File: src/rtl/ycbcr2rgb.sv
// 4:2:2 YCbCr to RGB888 converter: chroma pairing, BT.601 matrix, clamp, 5-cycle aligned sync/de.
// Optional macro YCBCR2RGB_FULLRANGE_EN selects full-range coefficients (default: limited range).
module ycbcr2rgb #(
  parameter bit swap_uv = 1'b0
) (
  input  logic        i_clk,
  input  logic        i_rst,
  input  logic        i_hsync,
  input  logic        i_vsync,
  input  logic        i_de,
  input  logic [17:0] i_YCbCr,
  output logic        o_hsync,
  output logic        o_vsync,
  output logic        o_de,
  output logic [23:0] o_rgb
);

`ifdef YCBCR2RGB_FULLRANGE_EN
  localparam logic [7:0]         Y_OFS = 8'd0;
  localparam logic signed [19:0] K_Y   = 20'sd256;
  localparam logic signed [19:0] K_RCR = 20'sd359;
  localparam logic signed [19:0] K_GCR = 20'sd183;
  localparam logic signed [19:0] K_GCB = 20'sd88;
  localparam logic signed [19:0] K_BCB = 20'sd454;
`else
  localparam logic [7:0]         Y_OFS = 8'd16;
  localparam logic signed [19:0] K_Y   = 20'sd298;
  localparam logic signed [19:0] K_RCR = 20'sd409;
  localparam logic signed [19:0] K_GCR = 20'sd208;
  localparam logic signed [19:0] K_GCB = 20'sd100;
  localparam logic signed [19:0] K_BCB = 20'sd516;
`endif
  localparam logic signed [19:0] ROUND = 20'sd128;

  // Bits [17:16] of the pixel word carry nothing for this stage.
  logic unused_hi;
  assign unused_hi = ^i_YCbCr[17:16];

  // Sync/de shift registers, independent of the data path
  logic [4:0] hs_sr, vs_sr, de_sr;

  always_ff @(posedge i_clk) begin
    if (i_rst) begin
      hs_sr <= '0;
      vs_sr <= '0;
      de_sr <= '0;
    end else begin
      hs_sr <= {hs_sr[3:0], i_hsync};
      vs_sr <= {vs_sr[3:0], i_vsync};
      de_sr <= {de_sr[3:0], i_de};
    end
  end

  assign o_hsync = hs_sr[4];
  assign o_vsync = vs_sr[4];
  assign o_de    = de_sr[4];

  // S1/S2 sample registers
  logic [7:0] s1_y, s1_c, s2_y, s2_c;
  logic       s1_de, s1_par, s2_de, s2_par;

  always_ff @(posedge i_clk) begin
    if (i_rst) begin
      s1_y   <= '0;
      s1_c   <= '0;
      s1_de  <= 1'b0;
      s1_par <= 1'b0;
      s2_y   <= '0;
      s2_c   <= '0;
      s2_de  <= 1'b0;
      s2_par <= 1'b0;
    end else begin
      s1_y   <= i_YCbCr[15:8];
      s1_c   <= i_YCbCr[7:0];
      s1_de  <= i_de;
      s1_par <= (i_de && s1_de) ? ~s1_par : 1'b0;
      s2_y   <= s1_y;
      s2_c   <= s1_c;
      s2_de  <= s1_de;
      s2_par <= s1_par;
    end
  end

  // Pairing: an even pixel in S2 looks one sample ahead (S1) for its odd partner.
  logic [7:0] cb_hold, cr_hold, cb_sel, cr_sel, even_c, odd_c;
  logic       pair_ok;

  assign pair_ok = s2_de && !s2_par && s1_de && s1_par;

  always_comb begin
    cb_sel = cb_hold;
    cr_sel = cr_hold;
    even_c = s2_c;
    odd_c  = pair_ok ? s1_c : 8'd128;
    if (s2_de && !s2_par) begin
      if (swap_uv) begin
        cb_sel = odd_c;
        cr_sel = even_c;
      end else begin
        cb_sel = even_c;
        cr_sel = odd_c;
      end
    end
  end

  always_ff @(posedge i_clk) begin
    if (i_rst) begin
      cb_hold <= '0;
      cr_hold <= '0;
    end else if (pair_ok) begin
      cb_hold <= cb_sel;
      cr_hold <= cr_sel;
    end
  end

  // S3: offset removal and products
  logic signed [8:0]  yd, cbd, crd;
  logic signed [19:0] yd_x, cbd_x, crd_x;
  logic signed [19:0] p_y, p_rcr, p_gcr, p_gcb, p_bcb;
  logic               s3_de;

  always_comb begin
    yd    = $signed({1'b0, s2_y}) - $signed({1'b0, Y_OFS});
    cbd   = $signed({1'b0, cb_sel}) - 9'sd128;
    crd   = $signed({1'b0, cr_sel}) - 9'sd128;
    yd_x  = {{11{yd[8]}}, yd};
    cbd_x = {{11{cbd[8]}}, cbd};
    crd_x = {{11{crd[8]}}, crd};
  end

  always_ff @(posedge i_clk) begin
    if (i_rst) begin
      p_y   <= '0;
      p_rcr <= '0;
      p_gcr <= '0;
      p_gcb <= '0;
      p_bcb <= '0;
      s3_de <= 1'b0;
    end else begin
      p_y   <= yd_x * K_Y;
      p_rcr <= crd_x * K_RCR;
      p_gcr <= crd_x * K_GCR;
      p_gcb <= cbd_x * K_GCB;
      p_bcb <= cbd_x * K_BCB;
      s3_de <= s2_de;
    end
  end

  // S4: sums with rounding bias
  logic signed [19:0] r_sum, g_sum, b_sum;
  logic               s4_de;

  always_ff @(posedge i_clk) begin
    if (i_rst) begin
      r_sum <= '0;
      g_sum <= '0;
      b_sum <= '0;
      s4_de <= 1'b0;
    end else begin
      r_sum <= p_y + p_rcr + ROUND;
      g_sum <= p_y - p_gcr - p_gcb + ROUND;
      b_sum <= p_y + p_bcb + ROUND;
      s4_de <= s3_de;
    end
  end

  // Upper 12 bits of the sum are the arithmetic >>8 result.
  function automatic logic [7:0] clamp8(input logic signed [19:0] s);
    logic signed [11:0] q;
    q = s[19:8];
    if (q < 12'sd0)
      clamp8 = 8'd0;
    else if (q > 12'sd255)
      clamp8 = 8'd255;
    else
      clamp8 = q[7:0];
  endfunction

  always_ff @(posedge i_clk) begin
    if (i_rst)
      o_rgb <= '0;
    else if (s4_de)
      o_rgb <= {clamp8(r_sum), clamp8(g_sum), clamp8(b_sum)};
    else
      o_rgb <= '0;
  end

endmodule

File: config.mk
export PLATFORM = sky130hd
export DESIGN_NAME = ycbcr2rgb
export DESIGN_NICKNAME = d
export VERILOG_FILES = /design/src/rtl/ycbcr2rgb.sv
export SDC_FILE = /design/constraint.sdc
export NUM_CORES = 1
export LEC_CHECK = 0
export ABC_AREA = 1
export ABC_CLOCK_PERIOD_IN_PS = 6000
export CORE_MARGIN = 4
export CORE_UTILIZATION = 45
export CTS_BUF_LIST = sky130_fd_sc_hd__clkbuf_16
export CTS_CLUSTER_SIZE = 14
export DETAILED_ROUTE_END_ITERATION = 16
export DONT_BUFFER_PORTS = 1
export PLACE_DENSITY = 0.66
export SETUP_SLACK_MARGIN = 0.15
export SLEW_MARGIN = 10
export SYNTH_ARGS = -nofsm -noshare
export SYNTH_HDL_FRONTEND = slang
export SYNTH_SLANG_ARGS = --single-unit
export TNS_END_PERCENT = 10
File: constraint.sdc
create_clock -name i_clk -period 6 [get_ports i_clk]
set_clock_uncertainty 0.1 [all_clocks]
set_input_delay 1.2 -clock i_clk [delete_from_list [all_inputs] [get_ports i_clk]]
set_output_delay 1.2 -clock i_clk [all_outputs]
set_load 0.01 [all_outputs]
==> reports/qor.yml, run 1 <==
status: "completed"
synth.area.top_cells: "dfxtp_1 30%, ha_1 23%, inv_1 8.9%"
via_count: 10500
startpoint_type: "flop"
postSynthAreaPerCell_um2: 7.904
critical-path-slowest-cell: "fa_1"
yosysTopAreaCell: "dfxtp_1"
worstSetupEndpointType: "flop"
cts_hold_buffers: 0
postSynth.asyncResetShare: 0
cp.required_ps: 6290
layout-drive-gt1-share: 0.02781
tightest_slew_ps: 912.3
final_nets: 2084
start_util: 0.4615
power_switching_share: 0.4059
worst_slack_ps: 829.5
power_density_nw_per_um2: 347.1
ys_types: 38
grt_setup_unrepaired: "no"
finalHoldViolCount: 0
cts_buffers: 22
power_frac_seq: 0.321
syn2layout_area_growth_pct: 7.522
grt_pass1_vias: 10190
insertion_delay_ps: 510
p_int_w: 0.003064
die_w_um: 183.3
place.gp.congestion: 0.9145
cpPeakStageDelay_ps: 500
drcViolationCount: 0
synth-seq-cells: 204
fin_crit_ps: 5171
min-delay-path-class: "reg -> reg"
p_total_w: 0.005158
fmax_mhz: 193.4
cap_viol_max_count: 0
grt_max_degree: 105
post_cts_buffers: 0
synth_nets: 2084
critPathArrivalTime_ps: 5460
coreArea_um2: 29950
ys_warn_count: 0
gr-total-overflow: 0
clock_power_share: 0.230
netlist_instances: 1749
p_leak_nw: 8.026
synth_edf_count: 0
p_comb_frac: 0.448
place_ws_ps: 833.3
synth_top_area_share: 0.2954
clkSlewWorstSetupHoldPaths_ps: 60
gr-usage-all-layers: 0.1733
wl_per_cell_um: 13.29
multi_input_area_um2: 8387
yosysSeqAreaShare: 0.2954
drv_slew: 0
cts-root-buf: "clkbuf_16"
place_hpwl_um: 23110
fin_util: 0.4962
setup_tns_ps: 0
antenna_found_initial: 0
n_antenna_cell: 0
synth_most_common_cell: "inv_1"
post_cts_resized: 0
critical_path_class: "reg -> reg"
peakVddDrop_mv: 0.2123
fin_crit_sh: 0.8618
cts_tree: "built"
fillers: 2892
synthFlopType: "dfxtp_1"
synth_commonest_cells: "327 x inv_1, 258 x ha_1, 241 x nand2_1"
drt_wl_total_um: 28610
regArea_um2: 4084
cts_sinks: 204
critPathMostFrequentCell: "inv_1"
crit_fanout: 14
path_cells: "inv_1, nand2_4, inv_2, nand3_1, buf_4, nor2_1, a21oi_1, inv_1, ha_1, inv_1, ha_1, inv_1, fa_1, inv_1, fa_1, ha_1, ha_1, nand2_1, o21ai_0, a21oi_1, o21ai_0, nand2_1, nand2_1, nor2_1"
slew_headroom: 0.3854
drt_iter0_markers: 505
syn_area_um2: 13820
dieArea_um2: 33590
grt_pass1_wl_um: 48750
die_y_um: 183.3
switching_power_w: 0.002094
setup_viol: 0
ctsLongestPathBuffers: 3
h-tree-depth: 1
drt-pass1-iter-count: 5
via_per_inst: 4.877
row_count: 63
ant_nets: 0
pin_count: 50
port_buffers: 0
## cell usage in the layout (no fill, tap or decap), types with 4 or more instances in the layout
master,instances
o21a_1,17
a21boi_0,6
nor2_1,211
fa_1,54
a31oi_1,5
xor2_1,7
nand4_1,10
o21bai_1,9
inv_1,329
nand3_1,66
nand2_1,241
o21ai_0,110
clkbuf_16,22
dfxtp_1,204
xnor2_1,8
nor3_1,7
a21oi_1,137
or2_2,6
clkinv_1,5
a21o_1,12
ha_1,258
buf_4,4
## layer usage
metal,vias to the layer above,track usage,part of all wire
met5,-,0,0
met4,0,0.04231,0.023
met3,43,0.01785,0.037
met2,192,0.2861,0.45
met1,4665,0.2449,0.49
li1,5596,-,-
## cells by family (layout without fill, tap and decap cells)
logic type | count (synthesis) | after routing | synth area share
XOR/XNOR | 15 | 15 | 0.009504
buffers and inverters | 357 | 370 | 0.09785
adder cells (fa/ha/maj) | 312 | 312 | 0.3117
flip-flops | 204 | 204 | 0.2954
AO/OA/AOI/OAI | 305 | 305 | 0.1217
AND/OR/NAND/NOR | 556 | 556 | 0.1637
## path summary, 6_finish.rpt
kind             from         to  slack, ps  depth (start not counted)
min          vs_sr[2]   vs_sr[3]        300                          2
max reg2reg    s2_par  p_rcr[14]        830                         24
min reg2reg  vs_sr[2]   vs_sr[3]        300                          2
max            s2_par  p_rcr[14]        830                         24
## power groups by stage
stage,Clock [W],Combinational (W),Sequential [W]
6_report,0.00119,0.00231,0.00166
5_1_grt,0.00128,0.00267,0.00168
4_1_cts,0.00123,0.00229,0.00166
3_5_place_dp,0,0.00227,0.00169
3_3_place_gp,0,0.00225,0.00169
2_1_floorplan,0,0.00181,0.00163
## critical path: cells and delay by family, from the launching register on
family / cells / cell delay [ps]
adders and majority gates: 6 / 2160
AOI/OAI and AO/OA: 4 / 1040
DFF: 1 / 300
buffers and inverters: 7 / 840
and+or+nand+nor: 7 / 610
## cell type report
type                       instances  area share
inverter                         329     0.08309
sequential                       204      0.2748
multi-input combinational       1188      0.5643
timing repair buffer               4    0.002020
tap                              390     0.03283
clock inverter                    15    0.005977
clock buffer                      22     0.03704
## metrics by stage
| step | instance area (um^2) | hold slack, ps | instances |
|---|---|---|---|
| final | 14860 | 302.9 | 2152 |
| after global routing | 14860 | 319.8 | 2152 |
| after CTS | 14860 | 305.6 | 2152 |
| after detailed placement | 14220 | 295.7 | 2115 |
| after global placement | 14220 | 288.4 | 2115 |
| after floorplan | 13820 | 288.3 | 1749 |
## registers in the layout, indices dropped and copies added, names as in the netlist, 12 cells and up
register and count:
o_rgb 24, p_rcr 19, p_y 18, p_bcb 15, p_gcb 15, b_sum 12
g_sum 12, p_gcr 12, r_sum 12
(Power assumes the default switching activity.)
==> run 2: changes to the inputs <==
--- a/config.mk
+++ b/config.mk
@@ -6,14 +6,14 @@
 export NUM_CORES = 1
 export LEC_CHECK = 0
 export ABC_AREA = 1
-export ABC_CLOCK_PERIOD_IN_PS = 6000
+export ABC_CLOCK_PERIOD_IN_PS = 4500
 export CORE_MARGIN = 4
 export CORE_UTILIZATION = 45
 export CTS_BUF_LIST = sky130_fd_sc_hd__clkbuf_16
 export CTS_CLUSTER_SIZE = 14
 export DETAILED_ROUTE_END_ITERATION = 16
 export DONT_BUFFER_PORTS = 1
-export PLACE_DENSITY = 0.66
+export PLACE_DENSITY = 0.68
 export SETUP_SLACK_MARGIN = 0.15
 export SLEW_MARGIN = 10
 export SYNTH_ARGS = -nofsm -noshare
==> constraint.sdc (replaced) <==
create_clock -name i_clk -period 4.5 [get_ports i_clk]
set_clock_uncertainty 0.1 [all_clocks]
set_input_delay 0.9 -clock i_clk [delete_from_list [all_inputs] [get_ports i_clk]]
set_output_delay 0.9 -clock i_clk [all_outputs]
set_load 0.01 [all_outputs]
==> reports/qor.yml, run 2 (synthesis results as in run 1) <==
cts_buffers: 24
coreArea_um2: 29950
die_w_um: 183.3
postPlaceCellArea_um2: 14390
slew_headroom: 0.5109
cp.required_ps: 4790
place.gp.congestion: 0.9016
final_nets: 2101
crit_fanout: 7
fin_crit_ps: 4229
n_antenna_cell: 0
fin_area_um2: 15280
setup_tns_ps: 0
fin_util: 0.5103
row_count: 63
start_util: 0.4615
cts_hold_buffers: 0
syn2layout_area_growth_pct: 10.57
antenna_found_initial: 0
ant_nets: 0
p_leak_nw: 8.172
grt_max_degree: 105
port_buffers: 0
cts_sinks: 204
finalHoldViolCount: 0
min-delay-path-class: "reg -> reg"
holdWs_ps: 299.6
critical_path_class: "reg -> reg"
power_density_nw_per_um2: 475.3
tightest_slew_ps: 732.6
peakVddDrop_mv: 0.2926
gr-usage-all-layers: 0.1739
pin_count: 50
reg_top3: "o_rgb x24, p_rcr x19, p_y x18"
via_per_inst: 4.870
layout-drive-gt1-share: 0.05496
via_count: 10580
insertion_delay_ps: 530
place_hpwl_um: 23210
final_cells: 2173
status: "completed"
grt_pass1_vias: 10150
cap_viol_max_count: 0
wl_per_cell_um: 13.33
critPathArrivalTime_ps: 4520
worstSetupEndpointType: "flop"
cts-root-buf: "clkbuf_16"
setup_viol: 0
drcViolationCount: 0
drt-pass1-iter-count: 5
gr-total-overflow: 0
layout_common_cells: "323 x inv_1, 251 x ha_1, 239 x nand2_1"
clkSlewWorstSetupHoldPaths_ps: 60
fmax_mhz: 236.5
dieArea_um2: 33590
ctsLongestPathBuffers: 3
die_y_um: 183.3
top_register: "o_rgb"
grt_pass1_wl_um: 48900
drv_slew: 0
fin_crit_sh: 0.9398
place_inst: 2129
final_common_cell: "inv_1"
grt_setup_unrepaired: "yes"
drt_wl_total_um: 28960
cts_tree: "built"
fillers: 2850
h-tree-depth: 1
startpoint_type: "flop"
largest_reg_flops: 24
drt_iter0_markers: 521
==> run 2: changes by cell type in the layout (fill, tap and decap cells not counted), sizes merged <==
cell    delta
clkbuf     +2
buf       +15
inv        -2
bufinv     +4
clkinv     +2
==> run 2: power breakdown <==
group	switching, W	total, W	internal (W)
registers	0.000156	0.00221	0.00206
logic	0.00195	0.00310	0.00115
clock network	0.000752	0.00196	0.00120
total	0.00285	0.00727	0.00441
==> run 2: metal layers <==
metal	track usage	routed length, um
met4	0.04350	607
met1	0.2421	14380
met3	0.01964	980
met2	0.2896	13000
met5	0	0
==> run 2: final timing paths <==
path | startpoint | depth (start not counted) | to | slack, ps
min reg2reg | s1_y[5] | 2 | s2_y[5] | 300
max reg2reg | s2_par | 21 | p_rcr[17] | 270
max | s2_par | 21 | p_rcr[17] | 270
min | s1_y[5] | 2 | s2_y[5] | 300
==> run 2: timing repair <==
item | in CTS | in global routing
pin swaps | 0 | 1
buffers inserted | 0 | 1
cloned | 0 | 0
endpoints found under the setup margin | 6 | 14
resized for setup | 3 | 19
==> run 2: stage by stage <==
| stage | total power (W) | setup slack [ps] |
|---|---|---|
| after detailed placement | 0.005277 | 41.89 |
| after global routing | 0.007916 | 83.89 |
| after global placement | 0.005248 | 133.5 |
| after floorplan | 0.004588 | 148.6 |
| after CTS | 0.007291 | 139.8 |
| final | 0.007265 | 270.8 |
==> run 2: worst max-delay path: stages, from the launching register on <==
cell and delay (ps):
dfxtp_1 300, inv_1 80, nand2_4 50, inv_2 40
nand3_1 120, inv_2 140, nand2_1 100, nand2_2 110
ha_4 230, ha_1 280, inv_1 50, fa_1 500
inv_1 60, fa_1 400, fa_1 560, ha_4 240
a21oi_1 220, o21ai_1 140, nand3_1 100, nand3_1 90
o21ai_0 150, a21oi_1 50
==> run 2: cell type report <==
class	instances	area, um^2	share of cell area
multi-input combinational	1188	8519	0.5574
clock inverter	19	210.2	0.01375
sequential	204	4085	0.2673
inverter	329	1239	0.08104
tap	390	488.0	0.03193
timing repair buffer	19	142.6	0.009332
clock buffer	24	600.6	0.03929
==> run 3: changes to the inputs <==
--- a/config.mk
+++ b/config.mk
@@ -14,7 +14,6 @@
 export DETAILED_ROUTE_END_ITERATION = 16
 export DONT_BUFFER_PORTS = 1
 export PLACE_DENSITY = 0.68
-export SETUP_SLACK_MARGIN = 0.15
 export SLEW_MARGIN = 10
 export SYNTH_ARGS = -nofsm -noshare
 export SYNTH_HDL_FRONTEND = slang
==> reports/qor.yml, run 3 (synthesis results as in run 1) <==
status: "completed"
die_w_um: 183.3
n_antenna_cell: 0
largest_reg_flops: 24
antenna_found_initial: 0
slew_headroom: 0.5571
via_per_inst: 4.877
insertion_delay_ps: 530
h-tree-depth: 1
gr-total-overflow: 0
postPlaceCellArea_um2: 14340
dieArea_um2: 33590
drt_wl_total_um: 28850
worstSetupEndpointType: "flop"
power_density_nw_per_um2: 463.8
layout_common_cells: "330 x inv_1, 253 x ha_1, 239 x nand2_1"
syn2layout_area_growth_pct: 9.630
drt_iter0_markers: 607
met3_length_um: 1226
fin_crit_ps: 4283
top_register: "o_rgb"
pin_count: 50
via_count: 10600
coreArea_um2: 29950
setup_viol: 0
fmax_mhz: 233.5
fin_crit_sh: 0.9517
critical_path_class: "reg -> reg"
row_count: 63
cts_tree: "built"
drv_slew: 0
grt_max_degree: 105
cts_buffers: 23
startpoint_type: "flop"
tightest_slew_ps: 657.4
clkSlewWorstSetupHoldPaths_ps: 60
final_common_cell: "inv_1"
cts_sinks: 204
finalHoldViolCount: 0
place_hpwl_um: 23140
peakVddDrop_mv: 0.2829
crit_fanout: 6
cap_viol_max_count: 0
reg_top3: "o_rgb x24, p_rcr x19, p_y x18"
gr-usage-all-layers: 0.1741
grt_setup_unrepaired: "yes"
drcViolationCount: 0
die_y_um: 183.3
ant_nets: 0
cp.required_ps: 4800
wl_met1_um: 13990
wl_per_cell_um: 13.27
min-delay-path-class: "reg -> reg"
grt_pass1_vias: 10290
dr_wl_met2_um: 13110
cts-root-buf: "clkbuf_16"
final_nets: 2102
grt_pass1_wl_um: 49000
layout-drive-gt1-share: 0.05157
place_inst: 2130
fin_area_um2: 15150
p_leak_nw: 8.155
place.gp.congestion: 0.8989
port_buffers: 0
critPathArrivalTime_ps: 4580
ctsLongestPathBuffers: 3
cts_hold_buffers: 0
start_util: 0.4615
drt-pass1-iter-count: 5
top_layer_used: "met4"
final_cells: 2174
==> run 3: changes by cell type in the layout (fill, tap and decap cells not counted), sizes merged <==
cell	before	now
clkbuf	24	23
buf	19	21
inv	331	339
clkinv	11	6
bufinv	4	1
==> run 3: timing repair <==
item                       CTS  global route
setup endpoints to repair    1            10
resized for setup            1            31
buffers inserted             0             2
==> run 3: layout make-up <==
cell class / count / area [um^2]
multi-input combinational: 1188 / 8471
clock buffer: 23 / 575.6
inverter: 329 / 1235
timing repair buffer: 21 / 161.4
clock inverter: 19 / 138.9
sequential: 204 / 4085
tap: 390 / 488.0
fill: 2863 / 14800
==> run 3: path summary, 6_finish.rpt <==
kind / startpoint / slack (ps) / cells after the start / end
worst min-delay path: s1_y[0] / 300 / 2 / s2_y[0]
worst max-delay path: s2_par / 220 / 22 / p_rcr[17]
worst max register to register: s2_par / 220 / 22 / p_rcr[17]
worst min register to register: s1_y[0] / 300 / 2 / s2_y[0]
==> run 3: report_power, final <==
group | internal (W) | switching, W
Sequential | 0.00206 | 0.000151
Clock | 0.00100 | 0.000753
Combinational | 0.00114 | 0.00192
Total | 0.00420 | 0.00283
==> run 3: per-stage QoR <==
step / utilization / setup TNS, ps / setup WS, ps / hold WS, ps / power (W)
2_1_floorplan: - / 0 / 60.69 / 288.3 / 0.004586
3_3_place_gp: 0.4786 / 0 / 146.6 / 288.4 / 0.005245
3_5_place_dp: 0.4786 / 0 / 46.65 / 294.3 / 0.005276
4_1_cts: 0.5025 / 0 / 4.309 / 302.6 / 0.007077
5_1_grt: 0.5059 / -44.45 / -24.13 / 317.8 / 0.007714
6_report: 0.5059 / 0 / 217.3 / 301.5 / 0.007028
==> run 3: critical path, cell delays in order (launching register included) <==
cell and delay [ps]:
dfxtp_1 300, inv_1 80, nand2_4 50, inv_2 50, nand3_1 120, inv_2 130, buf_4 120, nand2_1 60
o21ai_1 160, ha_1 310, ha_1 290, inv_1 40, fa_1 470, inv_1 40, ha_1 300, fa_1 520
ha_2 310, a21oi_2 200, o21ai_1 120, nand3_1 90, nand3_1 100, o21ai_0 150, a21oi_1 60
==> run 3: per-layer routing <==
layer / GRT usage / vias to the layer above
li1: - / 5641
met1: 0.2393 / 4721
met2: 0.2939 / 206
met3: 0.02142 / 34
met4: 0.04082 / 0
met5: 0 / -
